$ cat src/rtl/mult_ctrl_pkg.sv
`default_nettype none
// ------------------------------------------------------------------
// mult_ctrl_pkg : shared types for the multiply sequencing controller
// Rev 1.0
// ------------------------------------------------------------------
package mult_ctrl_pkg;

  localparam int REG_W = 32;
  localparam int CNT_W = 7;

  typedef logic [REG_W-1:0]   reg_bus_t;
  typedef logic [2*REG_W-1:0] double_reg_bus_t;

  typedef enum logic [1:0] {
    MC_IDLE = 2'd0,
    MC_RUN  = 2'd1,
    MC_FIX  = 2'd2,
    MC_WB   = 2'd3
  } mc_state_t;

  // Unsigned high word = signed high word + (a<0 ? b : 0) + (b<0 ? a : 0), mod 2^32
  function automatic reg_bus_t unsigned_hi_corr(input reg_bus_t a, input reg_bus_t b);
    reg_bus_t ca;
    reg_bus_t cb;
    ca = a[REG_W-1] ? b : '0;
    cb = b[REG_W-1] ? a : '0;
    return ca + cb;
  endfunction

endpackage
`default_nettype wire

$ cat src/rtl/umul_fix.sv
`default_nettype none
// ------------------------------------------------------------------
// umul_fix : converts the signed product high word to the MULTU high word
// Rev 1.0
// ------------------------------------------------------------------
module umul_fix
  import mult_ctrl_pkg::*;
(
  input  logic     sgn,
  input  reg_bus_t prod_hi,
  input  reg_bus_t op1,
  input  reg_bus_t op2,
  output reg_bus_t hi_fix
);

  reg_bus_t corr;

  always_comb begin
    corr   = sgn ? '0 : unsigned_hi_corr(op1, op2);
    hi_fix = prod_hi + corr;
  end

endmodule
`default_nettype wire

$ cat src/rtl/mult_ctrl.sv
`default_nettype none
// ------------------------------------------------------------------
// mult_ctrl : MULT/MULTU sequencer around the iterative Booth multiplier
// Rev 1.0
// ------------------------------------------------------------------
module mult_ctrl
  import mult_ctrl_pkg::*;
#(
  parameter int MAX_WAIT = 40
) (
  input  logic            clk,
  input  logic            rst,
  input  logic            req_valid,
  input  logic            req_signed,
  input  reg_bus_t        req_op1,
  input  reg_bus_t        req_op2,
  input  logic            annul_i,
  output logic            stall_req,
  output logic            hilo_we,
  output reg_bus_t        hi_o,
  output reg_bus_t        lo_o,
  output logic            err_o,
  output reg_bus_t        m_op1,
  output reg_bus_t        m_op2,
  output logic            m_start,
  input  logic            m_done,
  input  double_reg_bus_t m_result
);

  localparam logic [CNT_W-1:0] CNT_LAST = CNT_W'(MAX_WAIT - 1);

  mc_state_t        state;
  mc_state_t        state_nxt;
  logic             sgn_q;
  double_reg_bus_t  prod_q;
  logic [CNT_W-1:0] cnt;
  reg_bus_t         hi_fix;

  logic launch;
  logic run_annul;
  logic run_done;
  logic run_timeout;
  logic fix_commit;

  umul_fix u_umul_fix (
    .sgn     (sgn_q),
    .prod_hi (prod_q[2*REG_W-1:REG_W]),
    .op1     (m_op1),
    .op2     (m_op2),
    .hi_fix  (hi_fix)
  );

  always_comb begin
    launch      = (state == MC_IDLE) & req_valid & ~annul_i & ~m_done;
    run_annul   = (state == MC_RUN) & annul_i;
    run_done    = (state == MC_RUN) & ~annul_i & m_done;
    run_timeout = (state == MC_RUN) & ~annul_i & ~m_done & (cnt == CNT_LAST);
    fix_commit  = (state == MC_FIX) & ~annul_i;
  end

  always_comb begin
    state_nxt = state;
    stall_req = 1'b0;
    hilo_we   = 1'b0;
    case (state)
      MC_IDLE: begin
        stall_req = req_valid & ~annul_i;
        if (launch) state_nxt = MC_RUN;
      end
      MC_RUN: begin
        stall_req = 1'b1;
        if (run_annul || run_timeout) state_nxt = MC_IDLE;
        else if (run_done)            state_nxt = MC_FIX;
      end
      MC_FIX: begin
        stall_req = 1'b1;
        state_nxt = fix_commit ? MC_WB : MC_IDLE;
      end
      MC_WB: begin
        hilo_we   = ~annul_i;
        state_nxt = MC_IDLE;
      end
      default: state_nxt = MC_IDLE;
    endcase
  end

  always_ff @(posedge clk) begin
    if (!rst) state <= MC_IDLE;
    else      state <= state_nxt;
  end

  always_ff @(posedge clk) begin
    if (!rst) begin
      m_start <= 1'b0;
      err_o   <= 1'b0;
      m_op1   <= '0;
      m_op2   <= '0;
      hi_o    <= '0;
      lo_o    <= '0;
      prod_q  <= '0;
      cnt     <= '0;
      sgn_q   <= 1'b0;
    end else begin
      err_o <= 1'b0;
      if (launch) begin
        m_op1   <= req_op1;
        m_op2   <= req_op2;
        sgn_q   <= req_signed;
        m_start <= 1'b1;
        cnt     <= '0;
      end
      if (run_annul) begin
        m_start <= 1'b0;
      end else if (run_done) begin
        prod_q  <= m_result;
        m_start <= 1'b0;
      end else if (run_timeout) begin
        err_o   <= 1'b1;
        m_start <= 1'b0;
      end else if (state == MC_RUN) begin
        cnt <= cnt + CNT_W'(1);
      end
      // HI/LO only ever change on an un-annulled FIX cycle
      if (fix_commit) begin
        lo_o <= prod_q[REG_W-1:0];
        hi_o <= hi_fix;
      end
    end
  end

endmodule
`default_nettype wire

$ cat config.mk
export PLATFORM = sky130hd
export DESIGN_NAME = mult_ctrl
export DESIGN_NICKNAME = d
export VERILOG_FILES = /design/src/rtl/mult_ctrl_pkg.sv /design/src/rtl/umul_fix.sv /design/src/rtl/mult_ctrl.sv
export SDC_FILE = /design/constraint.sdc
export NUM_CORES = 1
export LEC_CHECK = 0
export ABC_CLOCK_PERIOD_IN_PS = 6500
export CORE_MARGIN = 2
export CORE_UTILIZATION = 48
export CTS_CLUSTER_DIAMETER = 150
export DETAILED_ROUTE_END_ITERATION = 10
export PLACE_DENSITY = 0.77
export SYNTH_ARGS = -nofsm -noshare
export SYNTH_HDL_FRONTEND = slang
export SYNTH_SLANG_ARGS = --single-unit
export TNS_END_PERCENT = 10
$ cat constraint.sdc
create_clock -name clk -period 6.5 [get_ports clk]
set_clock_uncertainty 0.1 [all_clocks]
set_input_delay 1.3 -clock clk [delete_from_list [all_inputs] [get_ports clk]]
set_output_delay 1.3 -clock clk [all_outputs]
set_load 0.02 [all_outputs]
## Word-level counts from Yosys, hierarchy flattened

Cells that the tools add are included.

- Add/subtract/negate cells: 3
- Equality and inequality tests: 6
- Muxes and demuxes: 16
- Bitwise gates (word level): 14
- Reductions and logical operators: 7

Operator list:

| cell | count |
|---|---|
| two-way mux 32 bit | 3 |
| adder 32 bit | 2 |
| two-way mux 7 bit | 5 |
| bitwise AND 1 bit | 10 |
| two-way mux 2 bit | 4 |
| case mux 2 bit (4 select lines) | 1 |
| adder 7 x 1 -> 7 bit, second input constant | 1 |
| == test 7 x 6 -> 1 bit, second input constant | 1 |
| == test 2 bit, second input constant | 2 |
| NOT 1 bit | 4 |
| AND reduction 2 bit | 2 |
| OR reduction 4 bit | 1 |
| != test 3 x 2 -> 1 bit, second input constant | 1 |
| OR reduction 3 bit | 1 |
| == test 2 x 1 -> 1 bit, second input constant | 1 |
| logical NOT 2 bit | 1 |
| two-way mux 1 bit | 2 |
| != test 2 bit, second input constant | 1 |
| case mux 1 bit (2 select lines) | 1 |
| OR reduction 2 bit | 1 |
| logical OR 1 bit | 1 |

- Flip-flop bits (word level): 204
- Input port bits: 134

## Depth between registers and ports, before layout

Gate-level depths: netlist (run 1).

- Depth in word-level cells: 9
- Depth in mapped cells: 23

## Hierarchy

From an unflattened synthesis (run 1), not the netlist that was laid out.

- Cell total of the unflattened synthesis: 1501
- Area total of the unflattened synthesis: 11257.0 µm²

Modules (own cells, without submodules):

| module | times used | cells each | area each (µm²) | seq. area each (µm²) |
|---|---|---|---|---|
| mult_ctrl | 1 | 921 | 7279.5 | 4083.9 |
| umul_fix | 1 | 580 | 3977.6 | 0.0 |

## Worst setup path after synthesis (run 1)

Ideal clock, no wire load.

- Path kind: register to register
- Start point: register m_op1[31]
- End point: register hi_o[31]
- Arrival time: 4336 ps
- Path slack: 1942 ps
- Stages on the path, launching flop included: 21
- Buffers on the path: 1
- Path through: dfxtp_1 clkbuf_1 and2_1 ha_1 nor2b_4 o31a_1 o32ai_4 o211ai_1 a221oi_2 o21ai_0 xnor2_1 nor2_1 ha_1 a21o_1 a21o_1 a21o_1 a31oi_1 o21a_1 mux2i_1 and4_1 nor3_1

- Cells in the longest elaborated chain, start to end: 4
- Elaborated cells between the ends (all ways): 5

Ends and longest elaborated chain:

| element | RTL line | RTL |
|---|---|---|
| start: declaration | mult_ctrl.sv:23 | `output reg_bus_t m_op1,` |
| start signal: assignment | mult_ctrl.sv:106 | `m_op1 <= req_op1;` |
| two-way mux 32 bit, on equally long branches | mult_ctrl_pkg.sv:25, mult_ctrl_pkg.sv:26 |  |
| adder 32 bit (*) | mult_ctrl_pkg.sv:27 | `return ca + cb;` |
| two-way mux 32 bit (*) | umul_fix.sv:19 | `corr = sgn ? '0 : unsigned_hi_corr(op1, op2);` |
| adder 32 bit (*) | umul_fix.sv:20 | `hi_fix = prod_hi + corr;` |
| end signal: assignment | mult_ctrl.sv:126 | `hi_o <= hi_fix;` |
| end: declaration | mult_ctrl.sv:20 | `output reg_bus_t hi_o,` |

Mark *: on every way between the ends. The rest lies on a longest branch, timed or not.
A chain may end at the register's enable or synchronous reset.

## Worst setup path after layout (run 1)

Ends and elaborated chain as after synthesis.

==> impl_metrics.ini, run 1 <==
[worst_setup_path]
critPathArrivalTime_ps = 5670
worstSetupEndpoint = hi_o[31]$_SDFFE_PN0P_
reg2reg_to = hi_o[31]$_SDFFE_PN0P_
cp.required_ps = 6790
worstSetupPathType = flop to flop
cp-start-kind = flop
cp-end-kind = flop
path_max_fanout = 33
ff2ff_setup_slack_ps = 1120
cp-startpoint = m_op1[31]$_SDFFE_PN0P_
rr_worst_depth = 22
crit-reg2reg-launch = m_op1[31]$_SDFFE_PN0P_

[global_route]
antenna_found_initial = 1
grt-ovfl-total = 0
grt_pass1_wl_um = 49700
grt_pass1_vias = 10000
grtUsageTotal_pct = 24.5
grt_start_max_net_pins = 109

[clocking]
clock_latency_ps = 520
postCtsSetupBuffers = 0
cts_root_buffer = clkbuf_16
cts_hold_buffers = 0
clock-sinks = 204
numCtsBuffers = 23
cts_resized = 0
clk_path_buf_depth = 3
clk_pin_slew_ps = 60
h-tree-depth = 1
tritoncts = done

[logic_synthesis]
synth_edf_count = 0
synthesis.nets = 1622
synth-seq-area-share_pct = 36.4
syn_area_um2 = 11200
yosys_warnings = 0
async_reset_ff_share_pct = 0
synth.distinct_cells = 68
synth_ff_type = dfxtp_1
synth.area.top_cells = dfxtp_1, nand2_1, a21boi_0
synth_top_area_share_pct = 36.4
yosysTopAreaCell = dfxtp_1
avgSynthCellArea_um2 = 7.92
ys_ff_latch = 204
synth_most_common_cell = nand2_1
synth_common_cells = nand2_1, dfxtp_1, a21boi_0
syn_inst = 1418

[floorplan]
rows = 55
dieArea_um2 = 24600
start_util_pct = 49.3
ios = 266
die_x_um = 157
dieHeight_um = 157
core_area_um2 = 22800

[final_layout]
diodes = 0
utilization_pct = 65.3
nets = 1845
syn_to_final_growth_pct = 32.5
drive_gt1_share_pct = 4.28
fin_area_um2 = 14900

[pwr]
peakVddDrop_mv = 0.147
power.density_nw_per_um2 = 201
p_leak_nw = 5.72

[timing]
finalSetupTns_ps = 0
fmaxAchievable_ghz = 0.186
maxSlewHeadroom_pct = 26.6
finalHoldViolCount = 0
period_share_pct = 82.8
worst_pin_slew_ps = 1100
period_needed_ps = 5380
rsz0062_at_grt = no
setup_violations = 0
slew_viol_final = 0

[status]
status = finished clean

[placement]
postPlaceCellArea_um2 = 14100
gp_congestion = 0.959
dp_hpwl_um = 22200
numPortBuffers = 265

[job]
max_cap_violations = 0

[route]
antenna_left = 0
vias = 10400
drc = 0
drt_iter0_markers = 670
wl_per_cell_um = 15.7
wirelength_um = 30800
drtPass1Iterations = 7
viasPerCell = 5.26

[hold_path]
hp-start = prod_q[18]$_SDFFE_PN0P_
min_path_type = flop to flop
## metal layers
| metal | GRT usage [%] | wire length [um] |
|---|---|---|
| met5 | 0 | 11 |
| met1 | 32.5 | 14500 |
| met2 | 40.6 | 13700 |
| met3 | 5.34 | 2080 |
| met4 | 5.77 | 567 |
## report_power, final
group	internal (mW)	leakage, nW	switching [mW]	total [mW]
Sequential	1.29	1.65	0.0345	1.32
Clock	0.837	0.393	0.518	1.36
Combinational	0.158	3.68	0.150	0.308
Total	2.28	5.72	0.702	2.98
## layout make-up
| type | instances | area [um^2] |
|---|---|---|
| Timing Repair Buffer | 273 | 2710 |
| Fill cell | 2016 | 7900 |
| Multi-Input combinational cell | 1118 | 6820 |
| Sequential cell | 204 | 4080 |
| Tap cell | 313 | 392 |
| Clock inverter | 9 | 130 |
| Inverter | 21 | 78.8 |
| Clock buffer | 32 | 669 |
## through the flow
stage | hold WS (ps) | total power [mW] | setup WS (ps) | std cells
after detailed placement | 355 | 1.65 | 1210 | 1929
final | 343 | 2.98 | 1120 | 1970
after CTS | 340 | 3.02 | 1140 | 1970
after floorplan | 341 | 1.49 | 1940 | 1418
after global routing | 369 | 3.10 | 556 | 1970
after global placement | 348 | 1.65 | 1370 | 1929
## worst min-delay path by stage
stage | to | slack, ps | cells after the start
finish | lo_o[18]$_SDFFE_PN0P_ | 340 | 2
detailed placement | lo_o[25]$_SDFFE_PN0P_ | 360 | 2
global route | lo_o[18]$_SDFFE_PN0P_ | 370 | 2
floorplan | lo_o[10]$_SDFFE_PN0P_ | 340 | 2
global placement | lo_o[18]$_SDFFE_PN0P_ | 350 | 2
CTS | lo_o[18]$_SDFFE_PN0P_ | 340 | 2
## worst max-delay path, stage by stage, from the launching register on
cell and delay [ps]:
dfxtp_1 810, and2_1 240, ha_1 190, inv_1 60
fa_1 420, nor2b_4 160, o31a_1 220, o32ai_4 140
o21ai_2 200, o41ai_4 100, o311ai_2 460, xnor2_1 170
nor2_1 60, ha_1 400, a21o_1 180, a21o_1 180
a21oi_1 130, o21ai_0 110, a31oi_1 170, o21a_1 230
mux2i_1 250, and4_1 210, nor3_1 50
## registers in the layout, summed over array words and instances (netlist names)
name,cells
err_o,1
cnt,7
hi_o,32
sgn_q,1
m_op2,32
prod_q,64
lo_o,32
state,2
m_op1,32
m_start,1
## cell families after synthesis
| family | Yosys count | synth area share (%) |
|---|---|---|
| AO/OA/AOI/OAI | 378 | 23.9 |
| XOR/XNOR | 51 | 3.98 |
| adder cells (fa/ha/maj) | 70 | 7.93 |
| buffers and inverters | 96 | 3.21 |
| flip-flops | 204 | 36.4 |
| multiplexers | 3 | 0.267 |
| AND/OR/NAND/NOR | 616 | 24.4 |
## layout by cell type (no fill, tap or decap), types with 3 or more instances in the layout
cell             synthesis  final
a211oi_1                10     10
a21boi_0               167    167
a21o_1                  27     27
a21oi_1                 50     50
a31oi_1                  7      7
and2_1                  84     84
and3_1                   7      6
and4_1                   3      3
buf_4                    0      9
bufinv_16                0      3
clkbuf_1                67      3
clkbuf_16                0     23
clkbuf_8                 0      6
clkdlybuf4s50_1          0    264
clkinv_2                 0      3
dfxtp_1                204    204
ha_1                    68     68
inv_1                   21     21
mux2i_1                  3      3
nand2_1                383    382
nand2b_1                13     13
nand3_1                 18     16
nand4_1                  6      6
nor2_1                  62     61
nor2b_1                  9      8
nor3_1                  12     12
o211a_1                  3      3
o211ai_1                 5      5
o21a_1                   9      9
o21ai_0                 56     56
o21ai_1                  4      4
o21bai_1                 5      5
o31a_1                   3      3
o31ai_1                  5      5
or2_2                    3      3
or3_1                    5      5
xnor2_1                 21     21
xor2_1                  30     30
(Power assumes the default switching activity.)
==> run 2, diff against run 1 <==
Settings changed: ABC_CLOCK_PERIOD_IN_PS 6500 to 4700, CORE_UTILIZATION 48 to 46, PLACE_DENSITY 0.77 to 0.78.
Clock period 6.5 ns to 4.7 ns, I/O delays scaled along.
==> run 2 against run 1 <==
Non-clock buffer count is 26 higher; core utilization is 1.9 points lower; clock-buffer cell count is 6 higher; die area is 4.2% higher; sequential power is 38% higher; hold slack better by 17 ps; via count is 0.26% higher; flip-flop and latch count stayed put; sequential share of layout area is 0.77 points lower; combinational power is 43% higher; critical path depth stayed put; critical endpoint is now hi_o[28]$_SDFFE_PN0P_; largest cell class unchanged; highest routed layer unchanged.
==> impl_metrics.ini, run 2 (same netlist as run 1, synthesis figures left out) <==
[route]
drc = 0
antenna_left = 0
wl_per_cell_um = 15.1
wirelength_um = 30400
drtPass1Iterations = 5
vias = 10400
viasPerCell = 5.16
drt_iter0_markers = 705

[worst_setup_path]
critPathArrivalTime_ps = 4960
slowest_delay_ps = 410
cp-end-kind = flop
path_cells = and2_4 -> ha_4 -> inv_2 -> fa_2 -> nor2b_4 -> o31a_1 -> o32ai_4 -> o211ai_1 -> a221oi_2 -> buf_4 -> o21ai_1 -> xnor2_1 -> nor2_1 -> ha_1 -> and2_4 -> a22o_1 -> a311oi_2 -> buf_4 -> o31ai_4 -> or3_1 -> nand3_1 -> a21boi_1
cp_slowest_cell = a221oi_2
path_max_fanout = 6
worstPathBufferInverterCount = 3
crit_family = compound AO/OA/AOI/OAI gates
cp-start-kind = flop
cp_num_cells = 22
worstSetupPathType = flop to flop
cp.required_ps = 5000
rr_worst_depth = 22

[final_layout]
regMostFlops = prod_q
nFillCells = 2079
drive_gt1_share_pct = 7.65
syn_to_final_growth_pct = 36.5
largest_reg_flops = 64
nets = 1872
layout.cells.most_common_list = nand2_1, clkdlybuf4s50_1, dfxtp_1
mostFrequentLayoutCell = nand2_1

[pwr]
peakVddDrop_mv = 0.186
p_leak_nw = 5.92
power.density_nw_per_um2 = 274
finalPower_mw = 4.19

[global_route]
antenna_found_initial = 4
grt-ovfl-total = 0
grt_pass1_wl_um = 49000
grtUsageTotal_pct = 22.6
grt_start_max_net_pins = 99
grt_pass1_vias = 10100

[job]
max_cap_violations = 0

[floorplan]
dieArea_um2 = 25700
die_x_um = 160
start_util_pct = 46.5
rows = 57
dieHeight_um = 160
ios = 266
core_area_um2 = 24200

[hold_path]
min_path_type = flop to flop
hold_path_depth = 2

[timing]
final.setup.worst_slack_ps = 41.2
finalHoldViolCount = 0
period_share_pct = 99.1
maxSlewHeadroom_pct = 23.1
worst_pin_slew_ps = 1150
fmaxAchievable_ghz = 0.215
period_needed_ps = 4660
slew_viol_final = 0
rsz0062_at_grt = yes
setup_violations = 0

[clocking]
clk_path_buf_depth = 3
numCtsBuffers = 24
clock_latency_ps = 510
clock-sinks = 204
h-tree-depth = 1
cts_hold_buffers = 0
tritoncts = done
cts_root_buffer = clkbuf_16
clk_pin_slew_ps = 60

[placement]
dp_hpwl_um = 22000
numPortBuffers = 265
gp_congestion = 0.848
place_ws_ps = -58.9

[status]
status = finished clean
[run 2: path summary, 6_finish.rpt]
kind                                              start               endpoint  slack [ps]
worst max-delay path             m_op2[31]$_SDFFE_PN0P_  hi_o[28]$_SDFFE_PN0P_          40
worst min-delay path            prod_q[11]$_SDFFE_PN0P_  lo_o[11]$_SDFFE_PN0P_         360
worst max register to register   m_op2[31]$_SDFFE_PN0P_  hi_o[28]$_SDFFE_PN0P_          40
worst min register to register  prod_q[11]$_SDFFE_PN0P_  lo_o[11]$_SDFFE_PN0P_         360
[run 2: worst register-to-register path, stage by stage (launching register included)]
cell	delay, ps
dfxtp_4	360
and2_4	140
ha_4	160
inv_2	50
fa_2	220
nor2b_4	50
o31a_1	330
o32ai_4	280
o211ai_1	200
a221oi_2	410
buf_4	180
o21ai_1	60
xnor2_1	160
nor2_1	70
ha_1	360
and2_4	170
a22o_1	180
a311oi_2	320
buf_4	190
o31ai_4	60
or3_1	350
nand3_1	90
a21boi_1	60
[run 2: per-layer routing]
layer	part of all wire, %	up-vias	GRT usage [%]
li1	-	5310	-
met1	47	4729	30.8
met2	45	294	36.8
met3	6.0	43	4.62
met4	1.8	6	5.45
met5	0.12	-	0
[run 2: what timing repair did]
item | in CTS | in global routing
pin swaps | 2 | 36
endpoints found under the setup margin | 4 | 17
resized for setup | 3 | 43
setup buffers | 1 | 5
[run 2: power breakdown]
group | switching (mW) | total [mW] | internal [mW]
clock network | 0.724 | 1.93 | 1.21
logic | 0.214 | 0.441 | 0.227
registers | 0.0410 | 1.82 | 1.78
[run 2: layout make-up]
type | count | area [um^2] | share of cell area, %
inverter | 21 | 78.8 | 0.514
sequential | 204 | 4090 | 26.7
clock inverter | 6 | 86.3 | 0.563
timing repair buffer | 299 | 2930 | 19.1
multi-input combinational | 1118 | 6980 | 45.5
tap | 324 | 405 | 2.65
clock buffer | 38 | 754 | 4.92
antenna | 1 | 2.50 | 0.0163
[run 2: stage by stage]
step | setup TNS [ps] | hold slack, ps | cells | instance area (um^2) | utilization [%]
5_1_grt | -1210 | 381 | 2010 | 15300 | 63.4
6_report | 0 | 360 | 2011 | 15300 | 63.4
3_5_place_dp | -106 | 358 | 1960 | 14300 | 59.0
3_3_place_gp | 0 | 346 | 1960 | 14300 | 59.0
4_1_cts | 0 | 365 | 2005 | 15100 | 62.5
2_1_floorplan | 0 | 341 | 1418 | 11200 | -
